[src/rtl/ula_lo_pkg.sv]
// Shared opcode, state and helper definitions for the sequential logic/shift ALU.
package ula_lo_pkg;

    typedef enum logic [4:0] {
        OP_LSL   = 5'b01000,
        OP_ASR   = 5'b01001,
        OP_LSR   = 5'b01010,
        OP_ROR   = 5'b01011,
        OP_ZERO  = 5'b10000,
        OP_AND   = 5'b10001,
        OP_NAANDB = 5'b10010,
        OP_PASSB = 5'b10011,
        OP_AANDNB = 5'b10100,
        OP_PASSA = 5'b10101,
        OP_XOR   = 5'b10110,
        OP_OR    = 5'b10111,
        OP_NOR   = 5'b11000,
        OP_XNOR  = 5'b11001,
        OP_NOTA  = 5'b11010,
        OP_NAORB = 5'b11011,
        OP_NOTB  = 5'b11100,
        OP_AORNB = 5'b11101,
        OP_NAND  = 5'b11110,
        OP_ONE   = 5'b11111
    } op_e;

    typedef enum logic [1:0] {
        IDLE  = 2'd0,
        SHIFT = 2'd1,
        DONE  = 2'd2
    } state_e;

    // Shift/rotate opcodes occupy 01000..01011.
    function automatic logic is_shift(input logic [4:0] op);
        return op[4:2] == 3'b010;
    endfunction

endpackage

[src/rtl/ula_lo_seq_if.sv]
// Operand and result handshake bundle of the sequential logic/shift ALU.
interface ula_lo_seq_if #(
    parameter int WIDTH = 8,
    parameter int SHW   = $clog2(WIDTH)
) ();
    logic             in_valid;
    logic             in_ready;
    logic [WIDTH-1:0] a;
    logic [WIDTH-1:0] b;
    logic [SHW-1:0]   shamt;
    logic [4:0]       op;
    logic             out_valid;
    logic             out_ready;
    logic [WIDTH-1:0] resu;
    logic             o;
    logic             c;
    logic             s;
    logic             z;
    logic             busy;

    modport master (
        output in_valid, a, b, shamt, op, out_ready,
        input  in_ready, out_valid, resu, o, c, s, z, busy
    );

    modport slave (
        input  in_valid, a, b, shamt, op, out_ready,
        output in_ready, out_valid, resu, o, c, s, z, busy
    );
endinterface

[src/rtl/ula_lo_logic.sv]
// Combinational logic-op evaluator; unknown opcodes yield the opcode itself.
module ula_lo_logic
    import ula_lo_pkg::*;
#(
    parameter int WIDTH = 8
) (
    input  logic [WIDTH-1:0] a,
    input  logic [WIDTH-1:0] b,
    input  logic [4:0]       op,
    output logic [WIDTH-1:0] res
);
    logic [WIDTH-1:0] dflt;

    // Opcode zero-extended, or truncated when the datapath is narrower than 5 bits.
    generate
        if (WIDTH >= 5) begin : g_ext
            assign dflt = WIDTH'(op);
        end else begin : g_trunc
            assign dflt = op[WIDTH-1:0];
        end
    endgenerate

    // Select the logic function for the opcode.
    always_comb begin
        res = dflt;
        case (op)
            OP_ZERO:   res = '0;
            OP_AND:    res = a & b;
            OP_NAANDB: res = ~a & b;
            OP_PASSB:  res = b;
            OP_AANDNB: res = a & ~b;
            OP_PASSA:  res = a;
            OP_XOR:    res = a ^ b;
            OP_OR:     res = a | b;
            OP_NOR:    res = ~a & ~b;
            OP_XNOR:   res = ~(a ^ b);
            OP_NOTA:   res = ~a;
            OP_NAORB:  res = ~a | b;
            OP_NOTB:   res = ~b;
            OP_AORNB:  res = a | ~b;
            OP_NAND:   res = ~a | ~b;
            OP_ONE:    res = WIDTH'(1);
            default:   res = dflt;
        endcase
    end
endmodule

[src/rtl/ula_lo_seq.sv]
// Sequential logic/shift ALU: one op at a time, shifts iterate one bit per clock.
module ula_lo_seq
    import ula_lo_pkg::*;
#(
    parameter int WIDTH = 8,
    parameter int SHW   = $clog2(WIDTH)
) (
    input logic         clk,
    input logic         rst_n,
    ula_lo_seq_if.slave bus
);
    state_e           state;
    logic [4:0]       op_q;
    logic [WIDTH-1:0] work;
    logic [SHW-1:0]   cnt;
    logic [WIDTH-1:0] resu_q;
    logic             o_q, c_q, s_q, z_q;
    logic             in_ready_q, out_valid_q, busy_q;

    logic [WIDTH-1:0] step;
    logic             step_c;
    logic             step_ov;
    logic [WIDTH-1:0] logic_res;

    ula_lo_logic #(.WIDTH(WIDTH)) u_logic (
        .a   (bus.a),
        .b   (bus.b),
        .op  (bus.op),
        .res (logic_res)
    );

    // One-bit shift/rotate step of the working register.
    always_comb begin
        step    = work;
        step_c  = 1'b0;
        step_ov = 1'b0;
        case (op_q)
            OP_LSL: begin
                step    = {work[WIDTH-2:0], 1'b0};
                step_c  = work[WIDTH-1];
                step_ov = work[WIDTH-1] ^ work[WIDTH-2];
            end
            OP_ASR: begin
                step   = {work[WIDTH-1], work[WIDTH-1:1]};
                step_c = work[0];
            end
            OP_LSR: begin
                step   = {1'b0, work[WIDTH-1:1]};
                step_c = work[0];
            end
            OP_ROR: begin
                step   = {work[0], work[WIDTH-1:1]};
                step_c = work[0];
            end
            default: begin
                step    = work;
                step_c  = 1'b0;
                step_ov = 1'b0;
            end
        endcase
    end

    // Control FSM with registered handshake outputs, result and flags.
    // in_ready resets low and rises on the first IDLE edge, so outputs read 0 in reset.
    always_ff @(posedge clk or negedge rst_n) begin
        if (!rst_n) begin
            state       <= IDLE;
            op_q        <= '0;
            work        <= '0;
            cnt         <= '0;
            resu_q      <= '0;
            o_q         <= 1'b0;
            c_q         <= 1'b0;
            s_q         <= 1'b0;
            z_q         <= 1'b0;
            in_ready_q  <= 1'b0;
            out_valid_q <= 1'b0;
            busy_q      <= 1'b0;
        end else begin
            case (state)
                IDLE: begin
                    if (in_ready_q && bus.in_valid) begin
                        in_ready_q <= 1'b0;
                        op_q       <= bus.op;
                        if (is_shift(bus.op)) begin
                            work <= bus.a;
                            cnt  <= bus.shamt;
                            c_q  <= 1'b0;
                            o_q  <= 1'b0;
                            if (bus.shamt != '0) begin
                                state  <= SHIFT;
                                busy_q <= 1'b1;
                            end else begin
                                state       <= DONE;
                                out_valid_q <= 1'b1;
                                resu_q      <= bus.a;
                                z_q         <= (bus.a == '0);
                                s_q         <= bus.a[WIDTH-1];
                            end
                        end else begin
                            state       <= DONE;
                            out_valid_q <= 1'b1;
                            resu_q      <= logic_res;
                            if (bus.op == OP_ZERO) begin
                                z_q <= (logic_res == '0);
                            end else if (bus.op != OP_PASSB && bus.op != OP_ONE) begin
                                z_q <= (logic_res == '0);
                                s_q <= logic_res[WIDTH-1];
                            end
                        end
                    end else begin
                        in_ready_q <= 1'b1;
                    end
                end
                SHIFT: begin
                    work <= step;
                    cnt  <= cnt - 1'b1;
                    c_q  <= step_c;
                    if (step_ov) begin
                        o_q <= 1'b1;
                    end
                    if (cnt == SHW'(1)) begin
                        state       <= DONE;
                        busy_q      <= 1'b0;
                        out_valid_q <= 1'b1;
                        resu_q      <= step;
                        z_q         <= (step == '0);
                        s_q         <= step[WIDTH-1];
                    end
                end
                DONE: begin
                    if (bus.out_ready) begin
                        state       <= IDLE;
                        out_valid_q <= 1'b0;
                        in_ready_q  <= 1'b1;
                    end
                end
                default: begin
                    state       <= IDLE;
                    busy_q      <= 1'b0;
                    out_valid_q <= 1'b0;
                    in_ready_q  <= 1'b0;
                end
            endcase
        end
    end

    assign bus.in_ready  = in_ready_q;
    assign bus.out_valid = out_valid_q;
    assign bus.busy      = busy_q;
    assign bus.resu      = resu_q;
    assign bus.o         = o_q;
    assign bus.c         = c_q;
    assign bus.s         = s_q;
    assign bus.z         = z_q;
endmodule

[src/flat_wrapper.sv]
// flat-port wrapper written by rule: the top's interface ports become plain ports
module ula_lo_seq_flat import ula_lo_pkg::*;
#(
    parameter int WIDTH = 8,
    parameter int SHW   = $clog2(WIDTH)
)
  (clk, rst_n, bus_in_valid, bus_a, bus_b, bus_shamt, bus_op, bus_out_ready, bus_in_ready, bus_out_valid, bus_resu, bus_o, bus_c, bus_s, bus_z, bus_busy);
  ula_lo_seq_if #(.WIDTH(WIDTH), .SHW(SHW)) bus_i ();
  input logic clk;
  input logic rst_n;
  input wire logic [$bits(bus_i.in_valid)-1:0] bus_in_valid;
  input wire logic [$bits(bus_i.a)-1:0] bus_a;
  input wire logic [$bits(bus_i.b)-1:0] bus_b;
  input wire logic [$bits(bus_i.shamt)-1:0] bus_shamt;
  input wire logic [$bits(bus_i.op)-1:0] bus_op;
  input wire logic [$bits(bus_i.out_ready)-1:0] bus_out_ready;
  output wire logic [$bits(bus_i.in_ready)-1:0] bus_in_ready;
  output wire logic [$bits(bus_i.out_valid)-1:0] bus_out_valid;
  output wire logic [$bits(bus_i.resu)-1:0] bus_resu;
  output wire logic [$bits(bus_i.o)-1:0] bus_o;
  output wire logic [$bits(bus_i.c)-1:0] bus_c;
  output wire logic [$bits(bus_i.s)-1:0] bus_s;
  output wire logic [$bits(bus_i.z)-1:0] bus_z;
  output wire logic [$bits(bus_i.busy)-1:0] bus_busy;
  assign bus_i.in_valid = bus_in_valid;
  assign bus_i.a = bus_a;
  assign bus_i.b = bus_b;
  assign bus_i.shamt = bus_shamt;
  assign bus_i.op = bus_op;
  assign bus_i.out_ready = bus_out_ready;
  assign bus_in_ready = bus_i.in_ready;
  assign bus_out_valid = bus_i.out_valid;
  assign bus_resu = bus_i.resu;
  assign bus_o = bus_i.o;
  assign bus_c = bus_i.c;
  assign bus_s = bus_i.s;
  assign bus_z = bus_i.z;
  assign bus_busy = bus_i.busy;
  ula_lo_seq #(.WIDTH(WIDTH), .SHW(SHW)) u_core (.clk(clk), .rst_n(rst_n), .bus(bus_i));
endmodule
[config.mk]
export PLATFORM = sky130hd
export DESIGN_NAME = ula_lo_seq_flat
export DESIGN_NICKNAME = d
export VERILOG_FILES = /design/src/rtl/ula_lo_pkg.sv /design/src/rtl/ula_lo_seq_if.sv /design/src/rtl/ula_lo_logic.sv /design/src/rtl/ula_lo_seq.sv /design/src/flat_wrapper.sv
export SDC_FILE = /design/constraint.sdc
export NUM_CORES = 1
export LEC_CHECK = 0
export CORE_MARGIN = 4
export CORE_UTILIZATION = 61
export CTS_BUF_LIST = sky130_fd_sc_hd__clkbuf_16
export DETAILED_ROUTE_END_ITERATION = 6
export PLACE_DENSITY = 0.87
export SLEW_MARGIN = 20
export SYNTH_ARGS = -nofsm -noshare
export SYNTH_HDL_FRONTEND = slang
export SYNTH_SLANG_ARGS = --single-unit
[constraint.sdc]
create_clock -name clk -period 5.55 [get_ports clk]
set_input_delay 0.8325 -clock clk [delete_from_list [all_inputs] [get_ports clk]]
set_output_delay 0.8325 -clock clk [all_outputs]
set_load 0.01 [all_outputs]
==> results.py, run 1 <==
metrics = {
    "status": {
        "status": "finished, final reports clean",
    },
    "sta": {
        "fin_crit_sh_pct": 65.6,
        "grt_setup_unrepaired": "false",
        "fin_tns_setup_ps": 0,
        "clock.fmax_mhz": 275,
        "fin_skew_ps": 5.37,
        "worst_slew_pin_slew_ps": 1020,
        "maxSlewViolCount": 0,
        "hold_viol": 0,
        "period_needed_ps": 3640,
        "fin_ws_ps": 1910,
        "setup_viol": 0,
        "max_slew_margin_pct": 31.5,
    },
    "clock_network": {
        "cts_buffers": 5,
        "root_buffer": "clkbuf_16",
        "cts_max_path_buffers": 2,
        "postCtsSetupRepairBufs": 0,
        "clk_pin_slew_ps": 50,
        "cts.repair.resized": 0,
        "tritoncts": "built",
        "htree_levels": 2,
        "clk_latency_ps": 270,
        "clock_sinks": 33,
        "holdBufCountCts": 0,
    },
    "grt": {
        "grt_pass1_wl_um": 15500,
        "antenna_found_initial": 0,
        "grtUsageTotal_pct": 29.6,
        "grt_max_degree": 34,
        "grt_pass1_vias": 3057,
        "overflow": 0,
    },
    "logic_synthesis": {
        "synthArstFlopShare_pct": 100,
        "synth_ff_type": "dfrtp_1",
        "ys_types": 80,
        "synth_nets": 443,
        "ys_seq_elements": 33,
        "synth_top_area_cell": "dfrtp_1",
        "yosysWarnings": 0,
        "synth_edf_count": 0,
        "seq_area_frac_synth_pct": 25.4,
        "synth_area_leaders": "dfrtp_1 25%, nand2_1 4.2%, mux2_2 4.2%",
        "syn_area_um2": 3250,
        "synthCells": 413,
        "syn_avg_cell_area_um2": 7.88,
        "synth_top_area_share_pct": 25.4,
    },
    "final_layout": {
        "synthToLayoutAreaGrowth_pct": 15.1,
        "final_cell_mix": "42 x clkdlybuf4s50_1, 36 x nand2_1, 33 x dfrtp_1, 28 x nor2_1, 26 x o21ai_0",
        "drive_above_1_share_pct": 9.74,
        "fin_nets": 460,
        "layout_commonest_cell": "clkdlybuf4s50_1",
        "diodes": 0,
    },
    "drt": {
        "wire_per_inst_um": 19.1,
        "drtIter0Drc": 580,
        "drc_errors": 0,
        "viasPerCell": 7.00,
        "ant_nets": 0,
        "drt-total-wl_um": 9560,
        "via_count": 3506,
        "firstDrtPassIters": 5,
    },
    "power": {
        "power.switching_uw": 556,
        "p_clk_share_pct": 18.8,
        "p_int_uw": 836,
        "vdd_drop_max_mv": 0.326,
        "p_sw_share_pct": 39.9,
        "combPwrFrac_pct": 47.2,
        "p_leak_nw": 1.37,
        "power.density_nw_per_um2": 372,
        "p_seq_share_pct": 34.0,
    },
    "setup_path": {
        "required_ps": 5760,
        "path_class": "in2reg",
        "critPathArrivalTime_ps": 3850,
        "crit_path_start_kind": "input pin",
        "end_kind": "register",
        "path_max_fanout": 30,
    },
    "die": {
        "start_util_pct": 63.3,
        "ios": 43,
        "dieWidth_um": 81.0,
        "coreArea_um2": 5140,
        "rows": 26,
        "dieArea_um2": 6570,
        "die_h_um": 81.0,
    },
    "placed_design": {
        "gp_congestion": 0.955,
        "dp_slack_ps": 1750,
        "port_buffers": 42,
        "hpwl_um": 6650,
    },
    "run": {
        "maxCapViolCount": 0,
    },
    "worst_hold_path": {
        "hp-class": "reg2reg",
    },
}
## kinds of logic (layout without fill, tap and decap cells)
family	after synthesis	after routing	synth area share (%)
multiplexers	19	19	6.31
buffers and inverters	56	74	8.61
XOR/XNOR	6	6	1.62
AO/OA/AOI/OAI	134	134	29.3
AND/OR/NAND/NOR	163	163	28.0
flip-flops	33	33	25.4
adder cells (fa/ha/maj)	2	2	0.769
## area by class of cell
type                       instances  area (µm²)
clock inverter                     3        13.8
fill                             437        1400
timing repair buffer              51         488
clock buffer                       5         125
inverter                          15        56.3
tap                               70        87.6
multi-input combinational        324        2150
sequential                        33         826
## cell usage after synthesis (3+ instances only)
master and number:
mux2_2 12, nand3_1 9, buf_6 3, a32oi_1 4, o211ai_1 5, nand2_1 36
nand4_1 3, or3_1 3, nor3_1 16, buf_2 15, a211oi_1 10, o31ai_1 5
o221ai_1 3, nor4b_1 3, dfrtp_1 33, a2111oi_0 5, nand3b_1 6, a22oi_1 5
xor2_1 4, nor2b_1 10, o2bb2ai_1 3, mux2i_1 7, inv_1 15, nand2b_1 10
o22ai_1 5, a21oi_1 20, o21ai_0 26, o2111ai_1 3, nand4b_1 7, nor4_1 7
and2_1 3, nor2_1 28, clkbuf_1 17, nor3b_1 5, a31oi_1 9
## metal layers
layer | track usage, % | wire [µm] | up-vias
met5 | 0 | 0 | -
met4 | 7.43 | 197 | 0
met3 | 4.77 | 943 | 22
met2 | 44.3 | 4280 | 248
met1 | 44.2 | 4140 | 1631
li1 | - | - | 1605
## final timing paths
path | start | to | slack, ps | cells after the start
min in group asynchronous | rst_n | u_core.op_q[2]$_DFFE_PN0P_ | 960 | 2
setup reg to reg | u_core.op_q[2]$_DFFE_PN0P_ | u_core.bus.z$_DFFE_PN0P_ | 3060 | 7
setup / recovery | bus_op[0] | u_core.bus.resu[1]$_DFFE_PN0P_ | 1910 | 9
max in group asynchronous | rst_n | u_core.bus.s$_DFFE_PN0P_ | 4280 | 2
hold reg to reg | u_core.bus.resu[2]$_DFFE_PN0P_ | u_core.bus.resu[2]$_DFFE_PN0P_ | 510 | 1
hold / removal | u_core.bus.resu[2]$_DFFE_PN0P_ | u_core.bus.resu[2]$_DFFE_PN0P_ | 510 | 1
## state kept, by name, summed over array words and instances (netlist names)
signal                flops
u_core.bus.o              1
u_core.bus.z              1
u_core.bus.in_ready       1
u_core.bus.resu           8
u_core.bus.c              1
u_core.cnt                3
u_core.bus.s              1
u_core.work               8
u_core.state              2
u_core.bus.busy           1
u_core.bus.out_valid      1
u_core.op_q               5
## per-stage QoR
step           power, mW  hold WS [ps]  utilization, %  instances  area [µm²]
6_report            1.39           506            72.8        501        3740
5_1_grt             1.49           526            72.8        501        3740
4_1_cts             1.38           507            72.8        501        3740
3_5_place_dp        1.11           496            70.1        493        3600
3_3_place_gp        1.10           476            70.1        493        3600
2_1_floorplan      0.902           486               -        413        3250
## worst max-delay path, cell delays in order
cell             delay, ps
clkdlybuf4s50_1       1140
buf_4                  340
nand2b_1               190
o32ai_1                350
a311oi_1               160
a41oi_1                360
mux2i_1                120
o21ai_0                180
mux2_2                 180
## power groups by stage
stage	clock network (mW)	logic (mW)	registers, mW
after floorplan	0	0.446	0.456
after global placement	0	0.632	0.464
after detailed placement	0	0.645	0.467
after CTS	0.262	0.652	0.468
after global routing	0.277	0.724	0.488
final	0.261	0.657	0.473
Power figures use the tool's default switching activity.
==> run 2, diff against run 1 <==
--- a/config.mk
+++ b/config.mk
@@ -6,10 +6,10 @@
 export NUM_CORES = 1
 export LEC_CHECK = 0
 export CORE_MARGIN = 4
-export CORE_UTILIZATION = 61
+export CORE_UTILIZATION = 51
 export CTS_BUF_LIST = sky130_fd_sc_hd__clkbuf_16
 export DETAILED_ROUTE_END_ITERATION = 6
-export PLACE_DENSITY = 0.87
+export PLACE_DENSITY = 0.78
 export SLEW_MARGIN = 20
 export SYNTH_ARGS = -nofsm -noshare
 export SYNTH_HDL_FRONTEND = slang
==> constraint.sdc (replaced) <==
create_clock -name clk -period 3.2 [get_ports clk]
set_input_delay 0.48 -clock clk [delete_from_list [all_inputs] [get_ports clk]]
set_output_delay 0.48 -clock clk [all_outputs]
set_load 0.01 [all_outputs]
==> results.py, run 2 (synthesized netlist as in run 1, its figures left out) <==
metrics = {
    "final_layout": {
        "final_cells": 518,
        "final_cell_mix": "42 x clkdlybuf4s50_1, 36 x nand2_1, 33 x dfrtp_1, 28 x nor2_1, 26 x o21ai_0",
        "seq_area_um2": 826,
        "layout_commonest_cell": "clkdlybuf4s50_1",
        "fill_cells": 502,
        "final_core_utilization_pct": 63.8,
        "fin_area_um2": 3860,
        "diodes": 0,
        "fin_nets": 472,
        "synthToLayoutAreaGrowth_pct": 18.8,
        "multi_input_area_um2": 2150,
        "drive_above_1_share_pct": 12.2,
    },
    "drt": {
        "ant_nets": 0,
        "drtIter0Drc": 471,
        "wire_per_inst_um": 18.6,
        "drt-total-wl_um": 9620,
        "viasPerCell": 6.82,
        "firstDrtPassIters": 5,
        "drc_errors": 0,
        "via_count": 3532,
    },
    "grt": {
        "grt-busiest-layer": "met1",
        "grtUsageMet1_pct": 38.9,
        "use_met3_pct": 5.83,
        "grt_pass1_vias": 3126,
        "overflow": 0,
        "grt_max_degree": 46,
        "gr-usage-met2_pct": 36.3,
        "grt_pass1_wl_um": 15900,
        "grtUsageTotal_pct": 25.6,
        "antenna_found_initial": 0,
    },
    "sta": {
        "clock.fmax_mhz": 371,
        "maxSlewViolCount": 0,
        "fin_skew_ps": 3.50,
        "worst_slew_pin_slew_ps": 563,
        "max_slew_margin_pct": 62.2,
        "fin_crit_sh_pct": 84.3,
        "fin_tns_setup_ps": 0,
        "fin_ws_ps": 502,
        "grt_setup_unrepaired": "false",
        "period_needed_ps": 2700,
        "hold_viol": 0,
        "setup_viol": 0,
    },
    "clock_network": {
        "root_buffer": "clkbuf_16",
        "cts.repair.resized": 0,
        "clk_pin_slew_ps": 50,
        "holdBufCountCts": 0,
        "cts_buffers": 5,
        "htree_levels": 2,
        "clk_latency_ps": 270,
        "cts_max_path_buffers": 2,
        "tritoncts": "built",
        "postCtsSetupRepairBufs": 0,
        "clock_sinks": 33,
    },
    "setup_path": {
        "reg2reg_from": "u_core.op_q[2]$_DFFE_PN0P_",
        "critPathArrivalTime_ps": 2860,
        "crit_path_start_kind": "input pin",
        "worst_path_largest_cell_delay_ps": 590,
        "path_max_fanout": 24,
        "r2r-end": "u_core.bus.z$_DFFE_PN0P_",
        "end_kind": "register",
        "regToRegSetupSlack_ps": 710,
        "cp_cell_sequence": "clkdlybuf4s50_1, buf_4, nor2b_1, o21ai_0, a31oi_1, or4_1, a211oi_1, a21oi_1, mux2_2",
        "crit_path_top_delay_cell": "or4_1",
        "r2r_cells": 7,
        "path_class": "in2reg",
        "required_ps": 3360,
    },
    "power": {
        "p_leak_nw": 1.43,
        "power.density_nw_per_um2": 632,
        "vdd_drop_max_mv": 0.507,
    },
    "die": {
        "ios": 43,
        "coreArea_um2": 6060,
        "dieWidth_um": 87.9,
        "rows": 28,
        "dieArea_um2": 7720,
        "die_h_um": 87.9,
        "start_util_pct": 53.7,
    },
    "worst_hold_path": {
        "hp-class": "reg2reg",
        "whs_endpoint": "u_core.bus.c$_DFFE_PN0P_",
        "min_path_cells": 1,
        "min_from": "u_core.bus.c$_DFFE_PN0P_",
    },
    "placed_design": {
        "place_inst": 510,
        "port_buffers": 42,
        "gp_congestion": 0.977,
        "dpl_cell_area_um2": 3730,
        "dp_slack_ps": 249,
        "hpwl_um": 6860,
    },
    "run": {
        "maxCapViolCount": 0,
    },
    "status": {
        "status": "finished, final reports clean",
    },
}
run 2: cell types whose count changed in the layout (fill, tap and decap cells not counted):
cell | before | now
buf_4 | 9 | 19
buf_12 | 0 | 2
run 2: worst max-delay path by stage:
stage | to | depth (start not counted) | start
floorplan | u_core.bus.resu[5]$_DFFE_PN0P_ | 8 | bus_op[1]
global placement | u_core.bus.resu[6]$_DFFE_PN0P_ | 9 | bus_op[0]
detailed placement | u_core.bus.resu[5]$_DFFE_PN0P_ | 9 | bus_op[0]
CTS | u_core.bus.resu[5]$_DFFE_PN0P_ | 9 | bus_op[0]
global route | u_core.bus.resu[6]$_DFFE_PN0P_ | 9 | bus_op[0]
finish | u_core.bus.resu[5]$_DFFE_PN0P_ | 9 | bus_op[0]
run 2: where the power goes:
group / total, mW / switching, mW / internal, mW
Combinational: 1.17 / 0.587 / 0.583
Sequential: 0.823 / 0.211 / 0.612
Clock: 0.450 / 0.168 / 0.282
Total: 2.44 / 0.966 / 1.48
run 2: cell type report:
type                            count  area share (%)
Clock buffer                        5            3.24
Clock inverter                      3           0.356
Inverter                           15            1.46
Multi-Input combinational cell    324            55.6
Sequential cell                    33            21.4
Tap cell                           75            2.43
Timing Repair Buffer               63            15.6
run 2: metrics by stage:
stage | hold WS (ps) | power (mW)
floorplan | 184 | 1.57
global placement | 481 | 1.95
detailed placement | 480 | 1.98
CTS | 492 | 2.44
global route | 501 | 2.62
finish | 489 | 2.44
run 2: worst max-delay path, delay by kind of cell:
family	cells	cell delay [ps]
compound gates	4	510
buf+inv	2	840
mux	1	270
simple gates	2	760
run 2: per-layer routing:
metal | wire length (µm) | up-vias | part of all wire, %
li1 | - | 1635 | -
met1 | 4300 | 1651 | 45
met4 | 204 | 0 | 2.1
met5 | 0 | - | 0
met3 | 942 | 26 | 9.8
met2 | 4170 | 220 | 43
